### config.mk
export PLATFORM = sky130hd
export DESIGN_NAME = debug_step_ctrl
export DESIGN_NICKNAME = d
export VERILOG_FILES = /design/src/rtl/debug_step_ctrl.sv
export SDC_FILE = /design/constraint.sdc
export NUM_CORES = 1
export LEC_CHECK = 0
export CAP_MARGIN = 10
export CORE_AREA = 2 2 75 77
export CTS_BUF_LIST = sky130_fd_sc_hd__clkbuf_4 sky130_fd_sc_hd__clkbuf_8
export DETAILED_ROUTE_END_ITERATION = 12
export DIE_AREA = 0 0 77 79
export GPL_TIMING_DRIVEN = 0
export MAX_ROUTING_LAYER = met4
export PLACE_DENSITY = 0.94
export SYNTH_ARGS = -nofsm -noshare
export SYNTH_HDL_FRONTEND = slang
export SYNTH_SLANG_ARGS = --single-unit
export TNS_END_PERCENT = 20
### constraint.sdc
create_clock -name clk -period 5.65 [get_ports clk]
set_input_delay 1.13 -clock clk [delete_from_list [all_inputs] [get_ports clk]]
set_output_delay 1.13 -clock clk [all_outputs]
set_load 0.05 [all_outputs]
### src/rtl/debug_step_ctrl.sv
// Run/step/breakpoint sequencer that produces the core clock-enable and a gated interrupt request.
// Optional feature macro: DEBUG_BREAKPOINT_EN (PC breakpoint and BREAK state).
module debug_step_ctrl #(
  parameter int unsigned STEP_CYCLES = 1,
  parameter int unsigned CNT_WIDTH   = 32
) (
  input  logic                 clk,
  input  logic                 rst,
  input  logic                 debug_en,
  input  logic                 step_btn,
  input  logic                 int_sw,
  input  logic [31:0]          pc,
  input  logic [31:0]          bp_addr,
  input  logic                 bp_valid,
  output logic                 cpu_en,
  output logic                 int_req,
  output logic                 halted,
  output logic [1:0]           state,
  output logic [CNT_WIDTH-1:0] step_count
);

  typedef enum logic [1:0] {
    S_RUN   = 2'd0,
    S_HALT  = 2'd1,
    S_STEP  = 2'd2,
    S_BREAK = 2'd3
  } state_e;

  localparam logic [7:0] STEP_LOAD = 8'(STEP_CYCLES - 1);

  state_e               state_q, state_d;
  logic [7:0]           step_cnt_q, step_cnt_d;
  logic [CNT_WIDTH-1:0] step_count_q, step_count_d;
  logic                 step_s1_q, step_s2_q, step_h_q;
  logic                 int_s1_q, int_s2_q, int_h_q;
  logic                 int_pend_q, int_pend_d;
  logic                 step_edge, int_edge;
  logic                 bp_hit;

  assign step_edge = step_s2_q & ~step_h_q;
  assign int_edge  = int_s2_q & ~int_h_q;

`ifdef DEBUG_BREAKPOINT_EN
  logic bp_skip_q, bp_skip_d;

  assign bp_hit = (state_q == S_RUN) & bp_valid & (pc == bp_addr) & ~bp_skip_q;

  // Suppress the breakpoint for the first enabled RUN cycle so a resume can leave bp_addr.
  always_comb begin
    bp_skip_d = bp_skip_q;
    if ((state_q != S_RUN) && (state_d == S_RUN)) begin
      bp_skip_d = 1'b1;
    end else if ((state_q == S_RUN) && cpu_en) begin
      bp_skip_d = 1'b0;
    end
  end

  always_ff @(posedge clk) begin
    if (rst) begin
      bp_skip_q <= 1'b0;
    end else begin
      bp_skip_q <= bp_skip_d;
    end
  end
`else
  logic unused_bp;

  assign bp_hit    = 1'b0;
  assign unused_bp = ^{pc, bp_addr, bp_valid};
`endif

  // State register plus synchronisers and counters.
  always_ff @(posedge clk) begin
    if (rst) begin
      state_q      <= S_HALT;
      step_cnt_q   <= 8'd0;
      step_count_q <= '0;
      step_s1_q    <= 1'b0;
      step_s2_q    <= 1'b0;
      step_h_q     <= 1'b0;
      int_s1_q     <= 1'b0;
      int_s2_q     <= 1'b0;
      int_h_q      <= 1'b0;
      int_pend_q   <= 1'b0;
    end else begin
      state_q      <= state_d;
      step_cnt_q   <= step_cnt_d;
      step_count_q <= step_count_d;
      step_s1_q    <= step_btn;
      step_s2_q    <= step_s1_q;
      step_h_q     <= step_s2_q;
      int_s1_q     <= int_sw;
      int_s2_q     <= int_s1_q;
      int_h_q      <= int_s2_q;
      int_pend_q   <= int_pend_d;
    end
  end

  always_comb begin
    state_d    = state_q;
    step_cnt_d = step_cnt_q;
    case (state_q)
      S_RUN: begin
        if (debug_en) begin
          state_d = S_HALT;
        end else if (bp_hit) begin
          state_d = S_BREAK;
        end
      end
      S_HALT: begin
        if (!debug_en) begin
          state_d = S_RUN;
        end else if (step_edge) begin
          state_d    = S_STEP;
          step_cnt_d = STEP_LOAD;
        end
      end
      S_STEP: begin
        if (step_cnt_q == 8'd0) begin
          state_d = debug_en ? S_HALT : S_RUN;
        end else begin
          step_cnt_d = step_cnt_q - 8'd1;
        end
      end
      S_BREAK: begin
        if (step_edge) begin
          state_d    = S_STEP;
          step_cnt_d = STEP_LOAD;
        end else if (debug_en) begin
          state_d = S_HALT;
        end
      end
      default: state_d = S_HALT;
    endcase
  end

  always_comb begin
    cpu_en = 1'b0;
    halted = 1'b0;
    state  = state_q;
    case (state_q)
      S_RUN:   cpu_en = ~bp_hit;
      S_STEP:  cpu_en = 1'b1;
      S_HALT:  halted = 1'b1;
      S_BREAK: halted = 1'b1;
      default: halted = 1'b1;
    endcase
  end

  // A pending request survives halts; a fresh edge in the delivery cycle keeps it pending.
  assign int_req      = int_pend_q & cpu_en;
  assign int_pend_d   = int_edge | (int_pend_q & ~cpu_en);
  assign step_count_d = cpu_en ? step_count_q + CNT_WIDTH'(1) : step_count_q;
  assign step_count   = step_count_q;

endmodule

==> metrics.csv, run 1 <==
stage,metric,value,unit
status,outcome,finished clean,
setup_path,cp-end-kind,output port,
logic_synthesis,avgSynthCellArea,8.63,um2
route,dr.pass1.iters,5,
floorplan,dieArea,6080,um2
floorplan,start_util,43.7,%
timing,finalSetupTns,0,ns
clock_network,htreeDepth,2,
setup_path,r2r-start,step_cnt_q[2],
timing,maxSlewViolCount,0,
timing,slew_headroom,55.3,%
floorplan,io_pins,107,
placed_design,port_buffers,40,
global_routing,grt_pass1_vias,2147,
placed_design,gp_congestion,0.887,
global_routing,gr-total-overflow,0,
route,num_vias,2304,
cells_and_area,finalCoreUtilization,55.1,%
setup_path,crit_type,reg2out,
floorplan,num_rows,27,
logic_synthesis,synth_top_family_by_area,simple AND/OR/NAND/NOR gates,
logic_synthesis,synth_xor_xnor_area_share,5.26,%
pwr,power_leakage,0.946,nW
route,vias_per_cell,5.91,
floorplan,chipWidth,77,um
pwr,power,0.674,mW
cells_and_area,regArea,981,um2
min_path,min_from,step_s1_q,
route,drt-initial-drc-count,185,
timing,max_freq,0.301,GHz
clock_network,root_buffer,clkbuf_8,
logic_synthesis,synth.distinct_cells,43,
logic_synthesis,synth-simple-area-share,32.3,%
floorplan,core-area,5340,um2
logic_synthesis,ys_top_cells_by_count,"dfxtp_1, nor2_1, a21oi_1",
setup_path,critPathMaxFanout,10,
route,ant_nets,0,
route,route.detailed.drc,0,
clock_network,clockBufferDepth,2,
timing,min_period,3.32,ns
global_routing,gr-usage-all-layers,21.0,%
timing,hold_viol,0,
clock_network,cts_resized,0,
logic_synthesis,yosys.area.top_type,dfxtp_1,
cells_and_area,drive_above_1_share,5.97,%
logic_synthesis,synth-async-reset-ratio,0,%
pwr,pwr_density_cell,229,nW/um2
cells_and_area,antennaDiodeCount,0,
global_routing,grt_antenna_before_repair,0,
setup_path,critPathLaunchType,register,
clock_network,cts_tree,built,
timing,rsz0062_at_grt,false,
logic_synthesis,ys_ff_latch,49,
global_routing,grt_max_degree,15,
clock_network,cts_num_sinks,49,
pwr,ir_worst_vdd,0.000182,V
logic_synthesis,ys.flop_type,dfxtp_1,
logic_synthesis,netlist_area,2330,um2
global_routing,grt_pass1_wl,10.1,mm
clock_network,numCtsBuffers,5,
logic_synthesis,synth-edff-count,0,
timing,tightest_slew,0.664,ns
clock_network,cts_setup_buffers,0,
clock_network,path_clk_slew,0.08,ns
logic_synthesis,syn_nets,343,
clock_network,clk_latency,0.31,ns
cells_and_area,nNetsFinal,390,
logic_synthesis,ys_seq_area_share,42.1,%
timing,worst_clock_skew,0.00756,ns
logic_synthesis,muxShareOfSynthArea,1.40,%
cells_and_area,fillerInstances,500,
timing,period_share,58.8,%
job,drv_cap,0,
setup_path,crit_path_start,state[0],
logic_synthesis,yosysMostFrequentCell,dfxtp_1,
placed_design,hpwl,4.25,mm
logic_synthesis,ys_top_cells_by_area,"dfxtp_1, a21oi_1, nor2_1",
logic_synthesis,synthAdderAreaFrac,1.61,%
setup_path,worstPathRequired,4.52,ns
logic_synthesis,syn_inst,270,
setup_path,cp.arrival,2.19,ns
route,wirelength,5.89,mm
route,wire_per_inst,15.1,um
timing,setup_viol,0,
logic_synthesis,synth-compound-area-share,13.7,%
min_path,min_path_type,reg2reg,
clock_network,cts_hold_buf,0,
floorplan,die_h,79,um
cells_and_area,multi_input_area,1270,um2
logic_synthesis,synth_top_cell_area_share,42.1,%
cells_and_area,area_growth,26.2,%
logic_synthesis,synth_warnings,0,
[worst max-delay path: stages (launching register included)]
cell             delay (ns)
dfxtp_1                0.50
clkbuf_1               0.45
inv_1                  0.19
clkdlybuf4s50_1        0.74
[worst paths after layout]
kind                    to  slack (ns)  depth (start not counted)
max                 cpu_en        2.33                          3
min              step_s2_q        0.45                          1
max reg2reg  step_cnt_q[3]        3.56                          4
min reg2reg      step_s2_q        0.45                          1
[cell families after synthesis]
| group | after synthesis |
|---|---|
| AO/OA/AOI/OAI | 50 |
| adder cells (fa/ha/maj) | 3 |
| buffers and inverters | 20 |
| AND/OR/NAND/NOR | 131 |
| flip-flops | 49 |
| XOR/XNOR | 14 |
| multiplexers | 3 |
[stage by stage]
stage	instance area (um2)	std cells	worst slack, ns	hold slack (ns)
3_5_place_dp	2820	382	2.68	0.432
3_3_place_gp	2820	382	2.67	0.423
5_1_grt	2940	390	2.23	0.468
2_1_floorplan	2330	270	3.01	0.414
4_1_cts	2940	390	2.34	0.455
6_report	2940	390	2.33	0.451
[power breakdown]
group	switching [mW]	total, mW	internal, mW
Sequential	0.00621	0.356	0.350
Combinational	0.0319	0.0498	0.0179
Clock	0.118	0.267	0.149
[flip-flops by register name, summed over array words and instances (netlist names)]
register and cells:
int_s1_q 1, int_s2_q 1, step_count 32, int_pend_q 1, step_s2_q 1, int_h_q 1
step_s1_q 1, step_h_q 1, state 2, step_cnt_q 8
[routing by layer]
layer	share of wire, %	GRT usage (%)	wire, um
met5	0	-	0
met4	2.5	9.46	145
met3	6.5	4.43	385
met2	49	34.6	2860
met1	42	25.0	2500
[cell usage in the layout, fill, tap and decap left out, types with 3 or more instances in the layout]
master,instances
inv_1,7
xnor2_1,7
nor3_1,7
clkbuf_1,10
dfxtp_1,49
or4_1,11
o21ai_0,5
ha_1,3
nand2_1,14
nand4_1,11
nor2b_1,10
nand2b_1,4
xor2_1,7
or3_1,8
nand3_1,16
a21oi_1,20
a31oi_1,6
clkbuf_8,6
nor2_1,22
and3_1,4
o31ai_1,9
clkdlybuf4s50_1,40
nor4_1,6
and4_1,4
[layout make-up]
type / instances / share of cell area (%)
Sequential cell: 49 / 33.3
Tap cell: 72 / 3.06
Multi-Input combinational cell: 201 / 43.0
Clock inverter: 1 / 1.02
Buffer: 13 / 1.96
Timing Repair Buffer: 40 / 13.6
Inverter: 7 / 0.893
Clock buffer: 7 / 3.06
No activity file was read; power rests on OpenSTA's default activity.
==> run 2, diff against run 1 <==
--- a/config.mk
+++ b/config.mk
@@ -6,13 +6,13 @@
 export NUM_CORES = 1
 export LEC_CHECK = 0
 export CAP_MARGIN = 10
-export CORE_AREA = 2 2 75 77
+export CORE_AREA = 2 2 81 83
 export CTS_BUF_LIST = sky130_fd_sc_hd__clkbuf_4 sky130_fd_sc_hd__clkbuf_8
 export DETAILED_ROUTE_END_ITERATION = 12
-export DIE_AREA = 0 0 77 79
+export DIE_AREA = 0 0 83 85
 export GPL_TIMING_DRIVEN = 0
 export MAX_ROUTING_LAYER = met4
-export PLACE_DENSITY = 0.94
+export PLACE_DENSITY = 0.86
 export SYNTH_ARGS = -nofsm -noshare
 export SYNTH_HDL_FRONTEND = slang
 export SYNTH_SLANG_ARGS = --single-unit
==> constraint.sdc (replaced) <==
create_clock -name clk -period 2.98 [get_ports clk]
set_input_delay 0.596 -clock clk [delete_from_list [all_inputs] [get_ports clk]]
set_output_delay 0.596 -clock clk [all_outputs]
set_load 0.05 [all_outputs]
==> metrics.csv, run 2 (synthesis results as in run 1) <==
stage,metric,value,unit,change
pwr,power.share.sequential,53.4,%,+0.5 points
pwr,power_leakage,0.941,nW,-0.47%
placed_design,port_buffers,40,,unchanged
status,outcome,finished clean,,
pwr,ir_worst_vdd,0.000248,V,+36%
route,route.detailed.drc,0,,unchanged
placed_design,gp_congestion,0.858,,-3.3%
placed_design,place_inst,387,,+1.3%
timing,finalSetupTns,0,ns,unchanged
floorplan,chipWidth,83,um,+7.8%
floorplan,io_pins,107,,unchanged
setup_path,cp.arrival,2.17,ns,-0.02 ns
clock_network,numCtsBuffers,5,,unchanged
route,num_vias,2164,,-6.1%
timing,setup_viol,0,,unchanged
timing,period_share,92.7,%,
timing,tightest_slew,0.574,ns,-0.0901 ns
min_path,min_path_type,reg2reg,,
placed_design,hpwl,4.02,mm,-5.4%
route,drt-initial-drc-count,164,,-11%
timing,worst_clock_skew,0.00572,ns,-0.00184 ns
floorplan,start_util,37.6,%,-6.1 points
pwr,switching_share,23.2,%,about the same
setup_path,max_stage_delay,0.79,ns,+0.05 ns
pwr,power.switching,0.293,mW,+88%
cells_and_area,drive_above_1_share,5.97,%,unchanged
timing,hold_viol,0,,unchanged
global_routing,grt_pass1_vias,2013,,-6.2%
clock_network,clockBufferDepth,2,,unchanged
timing,min_period,2.76,ns,
floorplan,dieArea,7060,um2,+16%
pwr,p_int,0.971,mW,+88%
pwr,pwr_density_cell,429,nW/um2,+87%
route,ant_nets,0,,unchanged
clock_network,clk_latency,0.30,ns,about the same
cells_and_area,area_growth,26.5,%,
setup_path,critPathLaunchType,register,,
route,dr.pass1.iters,4,,-1
cells_and_area,nNetsFinal,390,,unchanged
timing,slew_headroom,61.4,%,+6.1 points
cells_and_area,layout.cells.non_filler,395,,+1.3%
clock_network,htreeDepth,2,,unchanged
global_routing,grt_antenna_before_repair,0,,unchanged
setup_path,cp-end-kind,output port,,
floorplan,core-area,6200,um2,+16%
clock_network,cts_hold_buf,0,,unchanged
global_routing,grt_pass1_wl,9.14,mm,-9.5%
timing,max_freq,0.362,GHz,
clock_network,cts_num_sinks,49,,unchanged
clock_network,root_buffer,clkbuf_8,,
setup_path,critPathMaxFanout,10,,unchanged
route,vias_per_cell,5.48,,-7.3%
pwr,pwr-share-clk,39.3,%,-0.4 points
pwr,combPwrFrac,7.4,%,about the same
floorplan,num_rows,29,,+7.4%
setup_path,cp_common_cell,clkbuf_1,,
setup_path,crit_chain,"clkbuf_1, clkbuf_1, clkdlybuf4s50_1",,
job,drv_cap,0,,unchanged
clock_network,cts_setup_buffers,0,,unchanged
timing,maxSlewViolCount,0,,unchanged
setup_path,crit_slowest_cell,clkdlybuf4s50_1,,
timing,rsz0062_at_grt,false,,
cells_and_area,final_common_cell,dfxtp_1,,
clock_network,cts_resized,0,,unchanged
cells_and_area,largest_reg_flops,32,,unchanged
global_routing,grt_max_degree,16,,+1
global_routing,gr-usage-all-layers,15.9,%,-5.2 points
setup_path,crit_type,reg2out,,
cells_and_area,antennaDiodeCount,0,,unchanged
route,wire_per_inst,13.6,um,-10%
setup_path,worstPathRequired,2.38,ns,-2.14 ns
cells_and_area,most-common-layout-cells,"dfxtp_1, clkdlybuf4s50_1, nor2_1",,
clock_network,cts_tree,built,,
clock_network,path_clk_slew,0.09,ns,about the same
floorplan,die_h,85,um,+7.6%
route,wirelength,5.36,mm,-9.0%
global_routing,gr-total-overflow,0,,unchanged
[run 2: cell count changes in the layout (fill, tap and decap cells not counted), sizes merged]
cell	change
clkbuf	-1
clkinvlp	+1
[run 2: worst max-delay path, delay by kind of cell (launching register included)]
kind / cells / cell delay [ns]
DFF: 1 / 0.49
buffers and inverters: 3 / 1.37
[run 2: final cells by class]
cell class / count / area [um2]
clock inverters: 2 / 37.5
inverters: 7 / 26.3
multi-input cells: 201 / 1270
flip-flops and latches: 49 / 981
fillers: 575 / 3260
well taps: 77 / 96.3
clock buffers: 6 / 82.6
repair buffers: 40 / 400
plain buffers: 13 / 57.6
[run 2: final timing paths]
path,from,to,slack [ns],cells after the start
worst max-delay path,state[0],halted,0.22,3
worst min-delay path,int_s1_q,int_s2_q,0.44,1
worst max register to register,step_count[5],step_count[19],0.99,6
worst min register to register,int_s1_q,int_s2_q,0.44,1
[run 2: metrics by stage]
stage               power, mW  util (%)  hold WS [ns]  instance area [um2]  worst slack [ns]
finish                   1.26      47.5         0.442                 2950             0.218
global route             1.31      47.5         0.470                 2950            0.0798
CTS                      1.27      47.5         0.443                 2950             0.201
detailed placement      0.784      45.6         0.421                 2830             0.545
global placement        0.783      45.6         0.419                 2830             0.534
floorplan               0.752         -         0.414                 2330             0.787
[run 2: power by group through the flow]
stage	combinational (mW)	clock [mW]	sequential (mW)
2_1_floorplan	0.0492	0	0.703
3_3_place_gp	0.0926	0	0.690
3_5_place_dp	0.0936	0	0.690
4_1_cts	0.0939	0.505	0.675
5_1_grt	0.100	0.534	0.677
6_report	0.0929	0.496	0.675
[run 2: layer usage]
layer  wire length, um  GRT usage, %
met1              2560          19.9
met2              2500          25.7
met3               206          2.43
met4                93          6.41
met5                 0             -
==> run 3, diff against run 2 <==
--- a/config.mk
+++ b/config.mk
@@ -8,6 +8,7 @@
 export CAP_MARGIN = 10
 export CORE_AREA = 2 2 81 83
 export CTS_BUF_LIST = sky130_fd_sc_hd__clkbuf_4 sky130_fd_sc_hd__clkbuf_8
+export CTS_CLUSTER_DIAMETER = 100
 export DETAILED_ROUTE_END_ITERATION = 12
 export DIE_AREA = 0 0 83 85
 export GPL_TIMING_DRIVEN = 0
==> constraint.sdc (replaced) <==
create_clock -name clk -period 2.98 [get_ports clk]
set_input_delay 0.298 -clock clk [delete_from_list [all_inputs] [get_ports clk]]
set_output_delay 0.298 -clock clk [all_outputs]
set_load 0.05 [all_outputs]
==> results of run 3 <==
Same layout as run 2 (identical final DEF). Status: finished clean.
Among the figures that moved: setup slack after placement 0.545 ns -> 0.843 ns; setup slack after layout 0.218 ns -> 0.516 ns; hold slack 0.442 ns -> 0.363 ns; end point of the worst hold path int_s2_q -> int_h_q
